===== src/rtl/cell_tx_scheduler.sv =====
// -----------------------------------------------------------------------------
// cell_tx_scheduler
//
// Purpose:
//    Shares one outbound 32-bit AXI-Stream link (towards the Aurora core) among
//    NUM_REQ local requesters, one packet at a time. A packet is one header word
//    (magic number + requester index) followed by NUM_DATA_WORDS data words.
//    Grants rotate round-robin and each requester is served at most once per
//    distribution cycle, which is delimited by newCycleStrobe.
//
// Ports:
//    auroraClk            sole clock
//    auroraReset          synchronous, active-high reset
//    newCycleStrobe       one-cycle pulse starting a new distribution cycle
//    expectedHeaderMagic  magic value written into every header
//    reqValid             per-requester "packet pending"
//    reqIndex             flattened per-requester index, INDEX_WIDTH bits each
//    reqData              flattened per-requester payload, NUM_DATA_WORDS words each
//    reqAck               one-cycle pulse: that requester's index/data were captured
//    TVALID/TREADY/TLAST/TDATA  AXI-Stream master towards the link
//    sentMask             requesters already served in the current cycle
//    cycleDoneStrobe      one-cycle pulse when sentMask becomes all ones
//    packetCount          packets completed since reset (wraps)
// -----------------------------------------------------------------------------
module cell_tx_scheduler #(
   parameter int NUM_REQ         = 4,
   parameter int MAGIC_WIDTH     = 16,
   parameter int MAGIC_START_BIT = 16,
   parameter int INDEX_WIDTH     = 5,
   parameter int INDEX_START_BIT = 10,
   parameter int NUM_DATA_WORDS  = 1
) (
   input  logic                               auroraClk,
   input  logic                               auroraReset,
   input  logic                               newCycleStrobe,
   input  logic [MAGIC_WIDTH-1:0]             expectedHeaderMagic,
   input  logic [NUM_REQ-1:0]                 reqValid,
   input  logic [NUM_REQ*INDEX_WIDTH-1:0]     reqIndex,
   input  logic [NUM_REQ*32*NUM_DATA_WORDS-1:0] reqData,
   output logic [NUM_REQ-1:0]                 reqAck,
   output logic                               TVALID,
   input  logic                               TREADY,
   output logic                               TLAST,
   output logic [31:0]                        TDATA,
   output logic [NUM_REQ-1:0]                 sentMask,
   output logic                               cycleDoneStrobe,
   output logic [15:0]                        packetCount
);

   localparam int PTR_W  = (NUM_REQ > 1) ? $clog2(NUM_REQ) : 1;
   localparam int CNT_W  = (NUM_DATA_WORDS > 1) ? $clog2(NUM_DATA_WORDS) : 1;
   localparam int DATA_W = 32 * NUM_DATA_WORDS;

   // Parameter sanity: reject configurations that would build a malformed
   // header or a packet without payload.
   if (NUM_REQ < 2) begin : gBadNumReq
      $error("cell_tx_scheduler: NUM_REQ must be at least 2");
   end
   if (NUM_DATA_WORDS < 1) begin : gBadDataWords
      $error("cell_tx_scheduler: NUM_DATA_WORDS must be at least 1");
   end
   if ((INDEX_START_BIT <= MAGIC_START_BIT + MAGIC_WIDTH - 1) &&
       (MAGIC_START_BIT <= INDEX_START_BIT + INDEX_WIDTH - 1)) begin : gFieldOverlap
      $error("cell_tx_scheduler: header index field overlaps magic field");
   end
   if ((MAGIC_START_BIT + MAGIC_WIDTH > 32) ||
       (INDEX_START_BIT + INDEX_WIDTH > 32)) begin : gFieldRange
      $error("cell_tx_scheduler: header field exceeds 32 bits");
   end

   typedef enum logic [1:0] {
      S_IDLE,
      S_HEADER,
      S_DATA
   } StateType;

   StateType                 state, stateNext;
   logic [PTR_W-1:0]         rrPtr, rrPtrNext;
   logic [PTR_W-1:0]         grantId, grantIdNext;
   logic [CNT_W-1:0]         wordCnt, wordCntNext;
   logic [DATA_W-1:0]        dataLatch, dataLatchNext;
   logic                     tvalidNext, tlastNext;
   logic [31:0]              tdataNext;
   logic [NUM_REQ-1:0]       reqAckNext, sentMaskNext;
   logic                     cycleDoneNext;
   logic [15:0]              packetCountNext;

   logic [NUM_REQ-1:0]       eligible;
   logic                     grantFound;
   logic [PTR_W-1:0]         grantSel;
   int                       candIdx;
   logic [INDEX_WIDTH-1:0]   selIndex;
   logic [DATA_W-1:0]        selData;
   logic [31:0]              header;
   logic [31:0]              nextWord;
   logic                     nextIsLast;
   logic                     handshake;

   assign eligible  = reqValid & ~sentMask;
   assign handshake = TVALID && TREADY;

   // Round-robin search: walk upward from rrPtr, wrapping at NUM_REQ, and take
   // the first requester that still has a packet and has not been served yet.
   always_comb begin
      grantFound = 1'b0;
      grantSel   = '0;
      candIdx    = 0;
      for (int i = 0; i < NUM_REQ; i++) begin
         candIdx = int'(rrPtr) + i;
         if (candIdx >= NUM_REQ) begin
            candIdx = candIdx - NUM_REQ;
         end
         if (!grantFound && eligible[PTR_W'(candIdx)]) begin
            grantFound = 1'b1;
            grantSel   = PTR_W'(candIdx);
         end
      end
   end

   // Pick out the winner's index and payload and build the header word; all
   // header bits outside the magic and index fields stay zero.
   always_comb begin
      selIndex = '0;
      selData  = '0;
      for (int k = 0; k < NUM_REQ; k++) begin
         if (grantSel == PTR_W'(k)) begin
            selIndex = reqIndex[k*INDEX_WIDTH +: INDEX_WIDTH];
            selData  = reqData[k*DATA_W +: DATA_W];
         end
      end
      header = '0;
      header[MAGIC_START_BIT +: MAGIC_WIDTH] = expectedHeaderMagic;
      header[INDEX_START_BIT +: INDEX_WIDTH] = selIndex;
   end

   // The word that follows the one currently on TDATA, taken from the payload
   // latched at grant time, plus whether that word closes the packet.
   always_comb begin
      nextWord = '0;
      for (int w = 0; w < NUM_DATA_WORDS; w++) begin
         if (int'(wordCnt) + 1 == w) begin
            nextWord = dataLatch[w*32 +: 32];
         end
      end
      nextIsLast = (int'(wordCnt) + 1 == NUM_DATA_WORDS - 1);
   end

   // Next-state and output logic. Every register holds by default; reqAck and
   // cycleDoneStrobe default low so they are single-cycle pulses. The cycle
   // strobe is applied last so it overrides a sentMask update from a packet
   // finishing on the same edge, while that packet still gets counted.
   always_comb begin
      stateNext       = state;
      rrPtrNext       = rrPtr;
      grantIdNext     = grantId;
      wordCntNext     = wordCnt;
      dataLatchNext   = dataLatch;
      tvalidNext      = TVALID;
      tlastNext       = TLAST;
      tdataNext       = TDATA;
      reqAckNext      = '0;
      sentMaskNext    = sentMask;
      packetCountNext = packetCount;
      cycleDoneNext   = 1'b0;

      case (state)
         S_IDLE: begin
            if (!newCycleStrobe && grantFound) begin
               reqAckNext    = NUM_REQ'(1) << grantSel;
               dataLatchNext = selData;
               grantIdNext   = grantSel;
               rrPtrNext     = (int'(grantSel) == NUM_REQ - 1) ? '0 : grantSel + PTR_W'(1);
               tvalidNext    = 1'b1;
               tdataNext     = header;
               tlastNext     = 1'b0;
               stateNext     = S_HEADER;
            end
         end
         S_HEADER: begin
            if (handshake) begin
               tdataNext   = dataLatch[31:0];
               tlastNext   = (NUM_DATA_WORDS == 1);
               wordCntNext = '0;
               stateNext   = S_DATA;
            end
         end
         S_DATA: begin
            if (handshake) begin
               if (TLAST) begin
                  tvalidNext      = 1'b0;
                  tlastNext       = 1'b0;
                  stateNext       = S_IDLE;
                  sentMaskNext    = sentMask | (NUM_REQ'(1) << grantId);
                  packetCountNext = packetCount + 16'd1;
               end else begin
                  tdataNext   = nextWord;
                  wordCntNext = wordCnt + CNT_W'(1);
                  tlastNext   = nextIsLast;
               end
            end
         end
         default: begin
            stateNext = S_IDLE;
         end
      endcase

      if (newCycleStrobe) begin
         sentMaskNext = '0;
         rrPtrNext    = '0;
      end

      cycleDoneNext = (&sentMaskNext) && !(&sentMask);
   end

   // State and output registers. Reset is synchronous; a reset mid-packet
   // simply drops TVALID and leaves the truncated packet for the receiver to
   // reject on size.
   always_ff @(posedge auroraClk) begin
      if (auroraReset) begin
         state           <= S_IDLE;
         rrPtr           <= '0;
         grantId         <= '0;
         wordCnt         <= '0;
         dataLatch       <= '0;
         TVALID          <= 1'b0;
         TLAST           <= 1'b0;
         TDATA           <= '0;
         reqAck          <= '0;
         sentMask        <= '0;
         cycleDoneStrobe <= 1'b0;
         packetCount     <= '0;
      end else begin
         state           <= stateNext;
         rrPtr           <= rrPtrNext;
         grantId         <= grantIdNext;
         wordCnt         <= wordCntNext;
         dataLatch       <= dataLatchNext;
         TVALID          <= tvalidNext;
         TLAST           <= tlastNext;
         TDATA           <= tdataNext;
         reqAck          <= reqAckNext;
         sentMask        <= sentMaskNext;
         cycleDoneStrobe <= cycleDoneNext;
         packetCount     <= packetCountNext;
      end
   end

endmodule

===== config.mk =====
export PLATFORM = sky130hd
export DESIGN_NAME = cell_tx_scheduler
export DESIGN_NICKNAME = d
export VERILOG_FILES = /design/src/rtl/cell_tx_scheduler.sv
export SDC_FILE = /design/constraint.sdc
export NUM_CORES = 1
export LEC_CHECK = 0
export BUFFER_PORTS_ARGS = -buffer_cell sky130_fd_sc_hd__buf_2
export CORE_MARGIN = 4
export CORE_UTILIZATION = 44
export CTS_BUF_LIST = sky130_fd_sc_hd__clkbuf_8
export DETAILED_ROUTE_END_ITERATION = 10
export GPL_ROUTABILITY_DRIVEN = 1
export PLACE_DENSITY = 0.87
export SYNTH_ARGS = -nofsm -noshare
export SYNTH_HDL_FRONTEND = slang
export SYNTH_SLANG_ARGS = --single-unit
export TNS_END_PERCENT = 30

===== constraint.sdc =====
create_clock -name auroraClk -period 2.65 [get_ports auroraClk]
set_input_delay 0 -clock auroraClk [delete_from_list [all_inputs] [get_ports auroraClk]]
set_output_delay 0 -clock auroraClk [all_outputs]
set_load 0.005 [all_outputs]

# Word level (Yosys, flattened, before mapping)
# Cells that the tools add are included.
# Widths: inputs -> output; s select.
[word_totals]
reg_bits = 98
elab_cells = 138
inputBits = 172
output_inout_bits = 59
[op_classes]
eq_ne = 11
order_cmp = 8
n_reduce_logical = 28
shift = 2
n_addsub = 11
n_bitwise = 5
mux = 61
[ops]
columns = ["cell", "count"]
rows = [
  ["$mux 32", 9],
  ["$pmux 32 s3", 1],
  ["$logic_not 32->1", 1],
  ["$mux 2", 13],
  ["$reduce_and 4->1", 6],
  ["$mux 1", 22],
  ["$mux 5", 4],
  ["$add 16x1->16 const B", 1],
  ["$lt 2x4->1 const B", 4],
  ["$mux 4", 4],
  ["$ne 2x2->1 const B", 5],
  ["$ge 3x3->1 const B", 3],
  ["$bmux 1 s2", 4],
  ["$shl 1x2->4 const A", 2],
  ["$sub 2x1->2 const B", 4],
  ["$add 2x2->3 const B", 2],
  ["$eq 2x1->1 const B", 3],
  ["$eq 2x2->1 const B", 3],
  ["$logic_and 1x1->1", 6],
  ["$pmux 2 s3", 1],
  ["$logic_not 1->1", 5],
  ["$reduce_and 5->1", 1],
  ["$and 4x4->4", 1],
  ["$logic_not 2->1", 2],
  ["16 further kinds", 19],
]

# Depth between registers and ports, before layout
[logic_depth]
depth_word = 22
depth_mapped = 13
ltp_nobuf = 11

# Least setup slack after synthesis
# No wires, ideal clock.
[synth_timing]
path_type = "flip-flop to flip-flop"
from = "register sentMask[1]"
to = "register dataLatch[21]"
t_arrival_ns = 2.548
path_slack_ns = -0.029
n_path_buf = 2
setup_ns = 0.132
stages_incl_launch_ff = 14
path_cell_list = "dfxtp_1 > nor2b_2 > o221ai_1 > a21oi_1 > nor2b_1 > inv_1 > ha_1 > nor2b_1 > clkbuf_1 > clkbuf_1 > a221oi_1 > nor3_1 > a211oi_1 > nor3_1"
[synth_between]
elab_chain_len = 20
[synth_rtl]
columns = ["item", "line_no", "rtl"]
rows = [
  ["from (decl)", "45", "output logic [NUM_REQ-1:0] sentMask,"],
  ["from (signal assigned)", "242", "sentMask <= sentMaskNext;"],
  ["$not 4->4 (*)", "99", "assign eligible = reqValid & ~sentMask;"],
  ["$and 4x4->4 (*)", "99", ""],
  ["$bmux 1 s2", "113", "if (!grantFound && eligible[PTR_W'(candIdx)]) begin"],
  ["$mux 1 (not written as such) (2 in a row)", "113", ""],
  ["$mux 1", "113", ""],
  ["$logic_not 1->1", "113", ""],
  ["$logic_and 1x1->1", "113", ""],
  ["$mux 1", "113", ""],
  ["[... 2 more ...]", "-", ""],
  ["$mux 1", "113", ""],
  ["$logic_not 1->1", "113", ""],
  ["$logic_and 1x1->1", "113", ""],
  ["$mux 2 (*)", "113", ""],
  ["named net grantSel[0]", "90", "logic [PTR_W-1:0] grantSel;"],
  ["$logic_not 2->1", "126", "if (grantSel == PTR_W'(k)) begin"],
  ["$mux 32 (3 in a row)", "126", ""],
  ["$mux 32 (*)", "126", ""],
  ["to (signal assigned)", "237", "dataLatch <= dataLatchNext;"],
  ["to (decl)", "81", "logic [DATA_W-1:0] dataLatch, dataLatchNext;"],
]
# The timed path passes the listed nets; every way through them passes the cells marked *. The select of a mux whose other input is x is not followed.
# A chain may end at the register's enable or synchronous reset.

# Worst setup path after layout
[layout_timing]
from = "register sentMask[3]"
to = "register dataLatch[24]"
# Same word-level chain as after synthesis.

==> run summary <==
=================================================================================================
Detailed Place HPWL                                                                       12.3 mm
Sw Ratio                                                                                    0.407
Maximum clock frequency                                                                   383 MHz
Post-Place Worst Slack                                                                   -11.2 ps
Relative contribution of the clock network to total power                                   0.183
Arrival @ worst endpoint                                                                  2830 ps
Number of cells in the design after placement                                                 955
Final core utilization                                                                      0.658
Worst Hold Margin                                                                         5.56 ps
Final weighted congestion in routability-driven placement                                   0.881
Total Negative Setup Slacks                                                                  0 ps
Worst-path clk slew                                                                        110 ps
Routed via count divided by cell count                                                       5.78
Top fanout value on the critical path                                                          17
Via Count                                                                                    5902
Classification of the worst setup path                                                    reg2reg
Number of input and output port buffers inserted                                              230
1st-iter DRT viols                                                                            637
Share of the synthesized area in the top cell type                                          0.384
Post-route ant nets                                                                             0
Dominant synthesized flop cell                                                            dfxtp_1
Total power consumption of the routed design                                              5.66 mW
Leftover overflow at the end of global routing                                                  0
Number of max-capacitance violations reported                                                   0
Cell at the root of the clock tree                                                       clkbuf_8
Setup slack of the critical path after layout                                             40.1 ps
Final Critical Period                                                                     2610 ps
Die Height                                                                                 115 um
Number of distinct library cell variants in the gate-level netlist after synthesis             41
Net switching power of the design                                                         2.31 mW
TritonCTS Buffers                                                                               9
Routed wire length                                                                        19.0 mm
Internal                                                                                  3.36 mW
Cell with the most instances after synthesis                                              dfxtp_1
Share of flip-flops with an asynchronous set or reset after synthesis                           0
Gr usage total                                                                              0.263
Layout cell share with drive strength beyond 1                                              0.342
Post-DP Area                                                                          0.00643 mm2
Antenna violations before repair                                                                1
Die extent in x                                                                            115 um
Full die area                                                                          0.0133 mm2
Final setup violation count                                                                     0
TritonCTS clock tree                                                                        built
Floorplan core area                                                                    0.0110 mm2
Leakage                                                                                   3.12 nW
Global-route wire length before repair                                                    27.8 mm
Placement Rows                                                                                 38
Relative slew slack                                                                         0.458
Net count of the mapped netlist                                                               802
Sequential share of power                                                                   0.355
Netlist area before placement                                                         0.00506 mm2
Count of mapped cells out of synthesis                                                        621
Final cell area excluding filler cells                                                0.00726 mm2
Average wire length per cell after detail routing                                         18.6 um
I/O pin total                                                                                 231
Ratio of final minimum period to clock period                                               0.985
Dominant cells by area after synthesis                                               dfxtp_1 38%, nor3_1 6.7%, nor2_1 6.0%
Pins over their slew limit                                                                      0
Final worst clock skew                                                                    19.6 ps
Final count of hold timing violations                                                           0
Number of synthesized flops with an enable pin                                                  0
CP endpoint kind                                                                        flip-flop
Part of the total power dissipated in combinational logic                                   0.461
Signed area change from the synthesized netlist to the final layout                         43.5%
Sinks on the clock net                                                                         97
Worst vdd ir                                                                               415 uV
Most common library cells after synthesis                                            97 x dfxtp_1, 81 x nor2_1, 68 x nor3_1
Number of cells in the finished layout apart from fillers                                    1021
Flip-flop and latch count after synthesis                                                      97
Type of element launching the critical path                                             flip-flop
Layout Nets                                                                                  1055
CP required                                                                               2870 ps
Post-synthesis area per instance                                                         8.15 um2
Pin count of the biggest net entering global routing                                           77
Setup repair after global routing missed its margin                                          true
Transition time of the tightest slew-check pin                                             813 ps
Pre-Repair DR Iteration Count                                                                   5
Clock latency on the worst-skew pair                                                       380 ps
Power per standard cell area                                                           780 mW/mm2
Result of the run                                                                    finished clean
Count of unresolved DRC violations after routing                                                0
Cell accounting for the most synthesized area                                             dfxtp_1
Portion of the post-synthesis area used by sequential elements                              0.384
Via count of the first global-routing pass                                                   5514
Worst min-delay path class                                                                 in2reg
CTS max path bufs                                                                               2
Total number of H-tree levels                                                                   3
Yosys warnings                                                                                  0
Starting utilization of the core area                                                       0.459
=================================================================================================
timing repair:
action / 4_1_cts / 5_1_grt
resized for setup: 3 / 19
endpoints found under the hold margin: 48 / 0
gates cloned: 0 / 1
pin swaps: 0 / 5
setup buffers: 0 / 2
hold buffers: 45 / 0
setup endpoints to repair: 3 / 35
routing by layer:
layer	vias to the layer above	wire (um)	global-route usage
li1	2775	-	-
met1	2697	7500	0.332
met2	347	9160	0.422
met3	83	1420	0.0500
met4	0	888	0.150
met5	-	0	0
area by class of cell:
| cell class | count | area (um2) |
|---|---|---|
| sequential | 97 | 1940 |
| inverter | 6 | 22.5 |
| multi-input combinational | 459 | 3000 |
| antenna | 2 | 5.00 |
| tap | 140 | 175 |
| clock buffer | 9 | 124 |
| fill | 873 | 3770 |
| clock inverter | 7 | 83.8 |
| timing repair buffer | 301 | 1910 |
logic make-up (layout without fill, tap and decap cells):
family / Yosys count / after routing / share of synthesized area
xor gates and xnor gates: 15 / 15 / 0.0260
muxes: 4 / 4 / 0.00792
and+or+nand+nor: 293 / 293 / 0.297
buffers and inverters: 65 / 323 / 0.0527
AOI/OAI and AO/OA: 138 / 138 / 0.210
DFF: 97 / 97 / 0.384
other: 0 / 2 / 0
adders and majority gates: 9 / 9 / 0.0223
power groups by stage:
stage	combinational (mW)	clock, mW	sequential, mW
2_1_floorplan	1.57	0	1.99
3_3_place_gp	2.37	0	2.01
3_5_place_dp	2.39	0	2.03
4_1_cts	2.47	1.06	2.00
5_1_grt	2.86	1.12	2.04
6_report	2.61	1.04	2.01
worst paths after layout:
check / cells past startpoint / slack, ps / from / endpoint
worst max-delay path: 13 / 40 / sentMask[3] / dataLatch[24]
worst min-delay path: 3 / 6 / reqData[103] / dataLatch[7]
worst max register to register: 13 / 40 / sentMask[3] / dataLatch[24]
worst min register to register: 2 / 470 / TDATA[4] / TDATA[4]
flip-flops by register name (all words and copies together) (netlist names):
register         cells
reqAck               4
state                2
TDATA               32
TVALID               1
dataLatch           32
packetCount         16
cycleDoneStrobe      1
sentMask             4
grantId              2
TLAST                1
rrPtr                2
worst max-delay path, cell delays in order (launching register included):
cell      delay [ps]
dfxtp_1          340
nor2b_2          190
buf_4            140
nor3b_1           50
a21oi_2          140
nor2b_4          200
inv_1             80
ha_1             230
nor2b_4          170
buf_12           160
a221oi_1         290
nor3_1           100
a211oi_1         240
nor3_1           100
cells in the final DEF (no fill, tap or decap), types with 16 or more instances in the layout:
cell           count
buf_2            229
dfxtp_1           96
nor2_1            81
nor3_1            66
dlygate4sd3_1     45
nand2b_1          37
nor2b_1           35
nand3_1           35
a211oi_1          34
a221oi_1          25
a21oi_1           24
buf_4             18
a311oi_1          16
Power figures use the tool's default switching activity.
